File: config.mk
export PLATFORM = sky130hd
export DESIGN_NAME = instr_mem_banked
export DESIGN_NICKNAME = d
export VERILOG_FILES = /design/src/rtl/instr_mem_pkg.sv /design/src/rtl/instr_mem_linebuf.sv /design/src/rtl/instr_mem_banked.sv
export SDC_FILE = /design/constraint.sdc
export NUM_CORES = 1
export LEC_CHECK = 0
export CAP_MARGIN = 10
export CORE_AREA = 2 2 121 123
export DETAILED_ROUTE_END_ITERATION = 10
export DIE_AREA = 0 0 123 125
export PLACE_DENSITY = 0.56
export SLEW_MARGIN = 20
export SYNTH_ARGS = -nofsm -noshare
export SYNTH_HDL_FRONTEND = slang
export SYNTH_SLANG_ARGS = --single-unit
export TNS_END_PERCENT = 30
File: constraint.sdc
create_clock -name clk -period 5.1 [get_ports clk]
set_input_delay 1.02 -clock clk [delete_from_list [all_inputs] [get_ports clk]]
set_output_delay 1.02 -clock clk [all_outputs]
set_load 0.005 [all_outputs]
File: src/rtl/instr_mem_pkg.sv
// Shared types and address-split helpers for the banked instruction memory.
// Used by instr_mem_banked and instr_mem_linebuf.
package instr_mem_pkg;

   typedef enum logic [2:0] {
      SEL_NONE,
      SEL_BANK,
      SEL_ROM,
      SEL_ERR,
      SEL_LBUF
   } resp_sel_e;

   // il=1: bank from word LSBs; il=0: bank from RAM word MSBs
   function automatic logic [31:0] split_bank(
      input logic [31:0] word,
      input int unsigned nb_lg,
      input int unsigned bw,
      input bit          il
   );
      if (il) return word & ((32'd1 << nb_lg) - 32'd1);
      return word >> bw;
   endfunction

   function automatic logic [31:0] split_addr(
      input logic [31:0] word,
      input int unsigned nb_lg,
      input int unsigned bw,
      input bit          il
   );
      if (il) return word >> nb_lg;
      return word & ((32'd1 << bw) - 32'd1);
   endfunction

endpackage

File: src/rtl/instr_mem_linebuf.sv
// One-entry read word buffer; fills one cycle after a macro read is issued.
// Only instantiated when INSTR_MEM_LINEBUF_EN is defined.
module instr_mem_linebuf
   import instr_mem_pkg::*;
#(
   parameter int TW = 14,
   parameter int DW = 32
) (
   input  logic            clk,
   input  logic            rst_n,
   input  logic            i_rd,
   input  logic [TW-1:0]   i_tag,
   input  logic [DW-1:0]   i_fill_data,
   input  logic            i_wr,
   input  logic [DW/8-1:0] i_be,
   input  logic [DW-1:0]   i_wdata,
   output logic            o_hit,
   output logic [DW-1:0]   o_data
);

   logic          r_pend;
   logic [TW-1:0] r_ptag;
   logic          r_valid;
   logic [TW-1:0] r_tag;
   logic [DW-1:0] r_data;

   logic          w_nvalid;
   logic [TW-1:0] w_ntag;
   logic [DW-1:0] w_ndata;

   // a pending fill owns the entry from the next edge on
   always_comb begin
      w_nvalid = r_pend | r_valid;
      w_ntag   = r_pend ? r_ptag : r_tag;
      w_ndata  = r_pend ? i_fill_data : r_data;
      if (i_wr && w_nvalid && (w_ntag == i_tag)) begin
         for (int b = 0; b < DW / 8; b++) begin
            if (i_be[b]) w_ndata[b*8 +: 8] = i_wdata[b*8 +: 8];
         end
      end
   end

   assign o_hit  = r_pend ? (r_ptag == i_tag)
                          : (r_valid && (r_tag == i_tag));
   assign o_data = r_data;

   always_ff @(posedge clk) begin
      if (!rst_n) begin
         r_pend  <= 1'b0;
         r_ptag  <= '0;
         r_valid <= 1'b0;
         r_tag   <= '0;
         r_data  <= '0;
      end else begin
         r_pend  <= i_rd;
         r_ptag  <= i_tag;
         r_valid <= w_nvalid;
         r_tag   <= w_ntag;
         r_data  <= w_ndata;
      end
   end

endmodule

File: src/rtl/instr_mem_banked.sv
// Instruction memory front-end: one req/gnt/rvalid port onto banked SRAM + boot ROM.
// Optional one-word read buffer enabled by defining INSTR_MEM_LINEBUF_EN.
module instr_mem_banked
   import instr_mem_pkg::*;
#(
   parameter  int RAM_SIZE        = 32768,
   parameter  int NUM_BANKS       = 4,
   parameter  int BANK_INTERLEAVE = 1,
   parameter  int ROM_SIZE        = 4096,
   parameter  int DATA_WIDTH      = 32,
   parameter  int ADDR_WIDTH      = $clog2(RAM_SIZE) + 1,
   localparam int NBE             = DATA_WIDTH / 8,
   localparam int BW              = $clog2(RAM_SIZE / NUM_BANKS / NBE),
   localparam int RW              = $clog2(ROM_SIZE / NBE)
) (
   input  logic                          clk,
   input  logic                          rst_n,
   input  logic                          req_i,
   input  logic [ADDR_WIDTH-1:0]         addr_i,
   input  logic                          we_i,
   input  logic [NBE-1:0]                be_i,
   input  logic [DATA_WIDTH-1:0]         wdata_i,
   output logic                          gnt_o,
   output logic                          rvalid_o,
   output logic [DATA_WIDTH-1:0]         rdata_o,
   output logic                          err_o,
   output logic [NUM_BANKS-1:0]          bank_en_o,
   output logic [BW-1:0]                 bank_addr_o,
   output logic                          bank_we_o,
   output logic [NBE-1:0]                bank_be_o,
   output logic [DATA_WIDTH-1:0]         bank_wdata_o,
   input  logic [NUM_BANKS*DATA_WIDTH-1:0] bank_rdata_i,
   output logic                          rom_en_o,
   output logic [RW-1:0]                 rom_addr_o,
   input  logic [DATA_WIDTH-1:0]         rom_rdata_i
);

   localparam int OFF = $clog2(NBE);
   localparam int NBL = $clog2(NUM_BANKS);
   localparam int BSW = (NBL > 0) ? NBL : 1;
   localparam int TW  = ADDR_WIDTH - OFF;

   logic                  w_req;
   logic                  w_rom;
   logic                  w_hit;
   logic                  w_rdhit;
   logic [31:0]           w_word;
   logic [31:0]           w_bank32;
   logic [31:0]           w_baddr32;
   logic [BSW-1:0]        w_bank;
   logic [NUM_BANKS-1:0]  w_onehot;
   resp_sel_e             w_nsel;
   resp_sel_e             w_sel;
   logic [DATA_WIDTH-1:0] w_mac;
   logic [DATA_WIDTH-1:0] w_lbuf;
   logic                  w_unused;

   logic                  r_valid;
   resp_sel_e             r_sel;
   logic [BSW-1:0]        r_bank;

   assign w_req  = req_i & rst_n;
   assign w_rom  = addr_i[ADDR_WIDTH-1];
   assign w_word = 32'(addr_i[ADDR_WIDTH-2:OFF]);

   assign w_bank32  = split_bank(w_word, NBL, BW, BANK_INTERLEAVE != 0);
   assign w_baddr32 = split_addr(w_word, NBL, BW, BANK_INTERLEAVE != 0);
   assign w_bank    = w_bank32[BSW-1:0];
   assign w_unused  = ^{w_bank32, w_baddr32, addr_i};

   always_comb begin
      w_onehot         = '0;
      w_onehot[w_bank] = 1'b1;
   end

`ifdef INSTR_MEM_LINEBUF_EN
   instr_mem_linebuf #(
      .TW (TW),
      .DW (DATA_WIDTH)
   ) u_linebuf (
      .clk         (clk),
      .rst_n       (rst_n),
      .i_rd        (w_req & ~we_i & ~w_hit),
      .i_tag       (addr_i[ADDR_WIDTH-1:OFF]),
      .i_fill_data (w_mac),
      .i_wr        (w_req & we_i & ~w_rom),
      .i_be        (be_i),
      .i_wdata     (wdata_i),
      .o_hit       (w_hit),
      .o_data      (w_lbuf)
   );
`else
   assign w_hit  = 1'b0;
   assign w_lbuf = '0;
`endif

   assign w_rdhit = w_req & ~we_i & w_hit;

   assign gnt_o        = w_req;
   assign bank_en_o    = (w_req && !w_rom && !w_rdhit) ? w_onehot : '0;
   assign bank_addr_o  = w_baddr32[BW-1:0];
   assign bank_we_o    = w_req & we_i & ~w_rom;
   assign bank_be_o    = be_i;
   assign bank_wdata_o = wdata_i;
   assign rom_en_o     = w_req & w_rom & ~we_i & ~w_rdhit;
   assign rom_addr_o   = addr_i[OFF +: RW];

   always_comb begin
      w_nsel = SEL_NONE;
      priority case (1'b1)
         !w_req:        w_nsel = SEL_NONE;
         we_i && w_rom: w_nsel = SEL_ERR;
         we_i:          w_nsel = SEL_NONE;
         w_hit:         w_nsel = SEL_LBUF;
         w_rom:         w_nsel = SEL_ROM;
         default:       w_nsel = SEL_BANK;
      endcase
   end

   always_ff @(posedge clk) begin
      if (!rst_n) begin
         r_valid <= 1'b0;
         r_sel   <= SEL_NONE;
         r_bank  <= '0;
      end else begin
         r_valid <= w_req;
         r_sel   <= w_nsel;
         r_bank  <= w_bank;
      end
   end

   // a response in flight when reset asserts is suppressed immediately
   assign w_sel    = rst_n ? r_sel : SEL_NONE;
   assign rvalid_o = r_valid & rst_n;
   assign err_o    = rvalid_o & (w_sel == SEL_ERR);
   assign w_mac    = (r_sel == SEL_ROM) ? rom_rdata_i
                   : bank_rdata_i[r_bank*DATA_WIDTH +: DATA_WIDTH];

   always_comb begin
      rdata_o = '0;
      case (w_sel)
         SEL_BANK: rdata_o = w_mac;
         SEL_ROM:  rdata_o = w_mac;
         SEL_LBUF: rdata_o = w_lbuf;
         default:  rdata_o = '0;
      endcase
   end

endmodule

==> results of run 1 <==
[cells by family after synthesis]
logic type	synth area share
buf+inv	0.285
fa+ha+maj	0.0187
flops	0.0498
simple gates	0.149
compound gates	0.159
mux	0.338
[cells in the mapped netlist (3+ instances only)]
cell	count
buf_4	57
buf_2	9
buf_6	6
clkbuf_1	6
dfxtp_1	5
and2_1	5
ha_1	3
inv_1	3
nor3_1	33
a221o_1	32
mux2i_1	32
and3_1	3
mux2_2	24
mux2_1	8
[report_power, final]
part / internal (mW) / switching [mW] / total, mW
Sequential: 0.0412 / 0.0126 / 0.0539
Clock: 0.104 / 0.0247 / 0.128
Combinational: 0.177 / 0.0596 / 0.237
Total: 0.322 / 0.0969 / 0.419
[state kept, by name, indices dropped and copies added, names as in the netlist]
signal   count
r_bank       2
r_sel        2
r_valid      1
[final timing paths]
path / from / endpoint
worst min-delay path: req_i / r_sel[0]
worst max-delay path: rst_n / rdata_o[12]
[through the flow]
| stage | hold WS (ns) | area, um^2 | setup WS, ns | total power [mW] |
|---|---|---|---|---|
| floorplan | 1.14 | 2010 | 1.86 | 0.157 |
| global placement | 1.65 | 3810 | 0.676 | 0.289 |
| detailed placement | 1.65 | 3810 | 0.695 | 0.292 |
| CTS | 1.41 | 3890 | 0.677 | 0.424 |
| global route | 1.43 | 3890 | 0.540 | 0.443 |
| finish | 1.42 | 3890 | 0.719 | 0.419 |
[area by class of cell]
class	instances	area [um^2]
Fill cell	1524	10300
Timing Repair Buffer	213	2120
Multi-Input combinational cell	151	1340
Tap cell	184	230
Sequential cell	5	104
Clock buffer	4	78.8
Inverter	3	11.3
[worst max-delay path: stages]
cell	delay (ns)
clkdlybuf4s50_1	0.50
and2_1	0.21
ha_1	0.32
nand2_1	0.08
buf_4	0.36
nor3_1	0.10
a221o_1	0.30
clkdlybuf4s50_1	0.46
[routing by layer]
layer	up-vias	routed length, um	track usage
li1	1121	-	-
met3	14	786	0.0287
met4	0	45	0.0147
met5	-	0	0
met1	1068	3490	0.120
met2	120	4470	0.197
==> out/qor.yml, run 1 <==
placement:
  hpwlAfterDp_um: 6780
  port_buffers: 209
  placed_cells: 556
  place.gp.congestion: 0.703
sta:
  tightestPinTransition_ns: 1.04
  rsz0062_at_grt: "no"
  max_slew_margin: 0.305
  setup_viol: 0
  slew_violations: 0
  min_period_ns: 4.38
  fin_crit_sh: 0.859
  fmax_mhz: 228
  fin_setup_tns_ns: 0
  hold_violations: 0
synthesis:
  syn_area_per_cell_um2: 8.49
  ys_ff_latch: 5
  synth-seq-area-share: 0.0498
  synth_edf_count: 0
  synth_area_leaders: "buf_4 (21%), a221o_1 (16%), mux2i_1 (16%)"
  yosysTopAreaCell: "buf_4"
  synth-main-ff-cell: "dfxtp_1"
  yosysWarnings: 0
  yosysUniqueCellTypes: 22
  synthesis.nets: 456
  netlist_instances: 237
  netlist_area_um2: 2010
  synth_top_area_frac: 0.213
  ys_async_sr_fraction: 0
global_route:
  grt_pass1_wl_um: 13000
  grt_usage: 0.105
  globalRouteOverflowTotal: 0
  grt_start_max_net_pins: 65
  grt_pass1_vias: 2565
  antenna_found_initial: 0
critical_path:
  path_class: "in -> out"
  crit_path_end_kind: "primary output"
  required_ns: 4.08
  worst-path-max-fanout: 32
  crit_arrival_ns: 3.36
  startpoint_type: "primary input"
cells_and_area:
  antennaDiodeCount: 0
  final_cells: 560
  utilization: 0.274
  final_common_cell: "clkdlybuf4s50_1"
  finish.net_count: 596
  drive_gt1_frac: 0.0931
  syn2layout_area_growth_pct: 93.3
  final_cell_mix: "clkdlybuf4s50_1 (209), nor3_1 (33), mux2i_1 (32), a221o_1 (32), mux2_2 (24)"
drt:
  vias_per_cell: 4.15
  drt_iter0_markers: 37
  drt.antenna.violating_nets: 0
  wirelength_um: 8790
  vias: 2323
  drc: 0
  wl_per_cell_um: 15.7
  drt-pass1-iter-count: 4
run:
  maxCapViolCount: 0
clock_tree:
  hold_buffers: 0
  cts_sinks: 5
  post-cts-setup-buffers: 0
  path_clk_slew_ns: 0.03
  cts_resized: 0
  cts_tree: "yes"
  cts_made_buffers: 3
  cts-htree-levels: 1
  root_buffer: "clkbuf_16"
  cts_max_path_buffers: 2
die:
  dieWidth_um: 123
  rows: 44
  core_um2: 14200
  start_util: 0.142
  pin_count: 314
  die_h_um: 125
  die-area_um2: 15400
min_path:
  min_path_cells: 2
  hold_class: "in -> reg"
power:
  ir_drop_mv: 0.104
  p_leak_nw: 1.38
  power_density_nw_per_um2: 108
run_status:
  outcome: "complete, no violations"
(Power assumes the default switching activity.)
==> run 2, diff against run 1 <==
==> constraint.sdc (replaced) <==
create_clock -name clk -period 5.1 [get_ports clk]
set_input_delay 0.765 -clock clk [delete_from_list [all_inputs] [get_ports clk]]
set_output_delay 0.765 -clock clk [all_outputs]
set_load 0.005 [all_outputs]
==> out/qor.yml, run 2 (synthesis gave the netlist of run 1 again) <==
clock_tree:
  cts_tree: "yes"
  cts_resized: 0
  cts_made_buffers: 3
  root_buffer: "clkbuf_16"
  path_clk_slew_ns: 0.03
  hold_buffers: 0
  cts-htree-levels: 1
  post-cts-setup-buffers: 0
  cts_sinks: 5
  cts_max_path_buffers: 2
power:
  totalPowerFinal_mw: 0.418
  p_leak_nw: 1.38
  p_sw_frac: 0.230
  power_density_nw_per_um2: 107
  clockPowerShare: 0.305
  pwr-share-comb: 0.566
  p_int_mw: 0.322
  ir_drop_mv: 0.0629
  seqPwrFrac: 0.129
  p_switching_mw: 0.0964
die:
  pin_count: 314
  core_um2: 14200
  die-area_um2: 15400
  dieWidth_um: 123
  die_h_um: 125
  start_util: 0.142
  rows: 44
critical_path:
  required_ns: 4.34
  critPathBufInv: 3
  cp_top_family: "buffers and inverters"
  crit_path_end_kind: "primary output"
  path_class: "in -> out"
  crit_arrival_ns: 3.69
  worst-path-max-fanout: 17
  slowest_delay_ns: 0.77
  cp_slowest_cell: "nor3b_4"
  crit_top_cell: "clkdlybuf4s50_1"
  startpoint_type: "primary input"
  crit_chain: "clkdlybuf4s50_1 > and2_1 > ha_1 > nor3b_4 > buf_4 > a221o_1 > clkdlybuf4s50_1"
cells_and_area:
  antennaDiodeCount: 0
  syn2layout_area_growth_pct: 93.6
  top_regs: "r_bank: 2 flops, r_sel: 2 flops, r_valid: 1 flops"
  final_cells: 559
  finish.instance_area_um2: 3890
  utilization: 0.274
  finish.net_count: 595
  drive_gt1_frac: 0.0907
  final_cell_mix: "clkdlybuf4s50_1 (209), nor3_1 (33), mux2i_1 (32), a221o_1 (32), mux2_2 (24)"
  final_common_cell: "clkdlybuf4s50_1"
sta:
  whs_ns: 1.17
  hold_violations: 0
  min_period_ns: 4.46
  fmax_mhz: 224
  fin_ws_ns: 0.643
  max_slew_margin: 0.332
  fin_crit_sh: 0.874
  tightestPinTransition_ns: 1.00
  fin_setup_tns_ns: 0
  rsz0062_at_grt: "no"
  slew_violations: 0
  setup_viol: 0
global_route:
  grtUsageMet1: 0.116
  grt_use_met2: 0.190
  grt_pass1_vias: 2509
  grtUsageMet3: 0.0324
  busiest_layer: "met2"
  antenna_found_initial: 0
  globalRouteOverflowTotal: 0
  grt_pass1_wl_um: 12800
  grt_start_max_net_pins: 65
  grt_usage: 0.103
run_status:
  outcome: "complete, no violations"
drt:
  drc: 0
  vias_per_cell: 4.19
  wirelength_um: 8740
  vias: 2341
  wl_per_cell_um: 15.6
  drt-pass1-iter-count: 4
  drt_iter0_markers: 30
  drt.antenna.violating_nets: 0
placement:
  port_buffers: 209
  hpwlAfterDp_um: 6710
  preCtsSetupSlack_ns: 0.656
  placed_area_um2: 3820
  placed_cells: 555
  place.gp.congestion: 0.721
min_path:
  hold_class: "in -> reg"
run:
  maxCapViolCount: 0
[run 2: cell types whose count changed in the layout (fill, tap and decap cells not counted)]
| cell | before | now |
|---|---|---|
| buf_12 | 0 | 1 |
| buf_4 | 4 | 2 |
[run 2: worst paths after layout]
kind / slack, ns / startpoint / to / cells after the start
min: 1.17 / req_i / r_sel[0] / 2
max: 0.64 / rst_n / rdata_o[12] / 7
[run 2: cell type report]
type	count	area, um^2
Inverter	3	11.3
Clock buffer	4	78.8
Sequential cell	5	104
Fill cell	1501	10300
Tap cell	184	230
Multi-Input combinational cell	151	1340
Timing Repair Buffer	212	2130
[run 2: layer usage]
metal,vias to the layer above,wire length [um]
met5,-,0
met4,0,65
met3,14,853
met2,124,4360
met1,1083,3460
li1,1120,-
[run 2: power by group through the flow]
stage	registers [mW]	clock network [mW]	logic [mW]
after floorplan	0.0429	0	0.114
final	0.0539	0.128	0.237
after global routing	0.0554	0.133	0.254
after global placement	0.0543	0	0.234
after CTS	0.0543	0.130	0.239
after detailed placement	0.0549	0	0.237
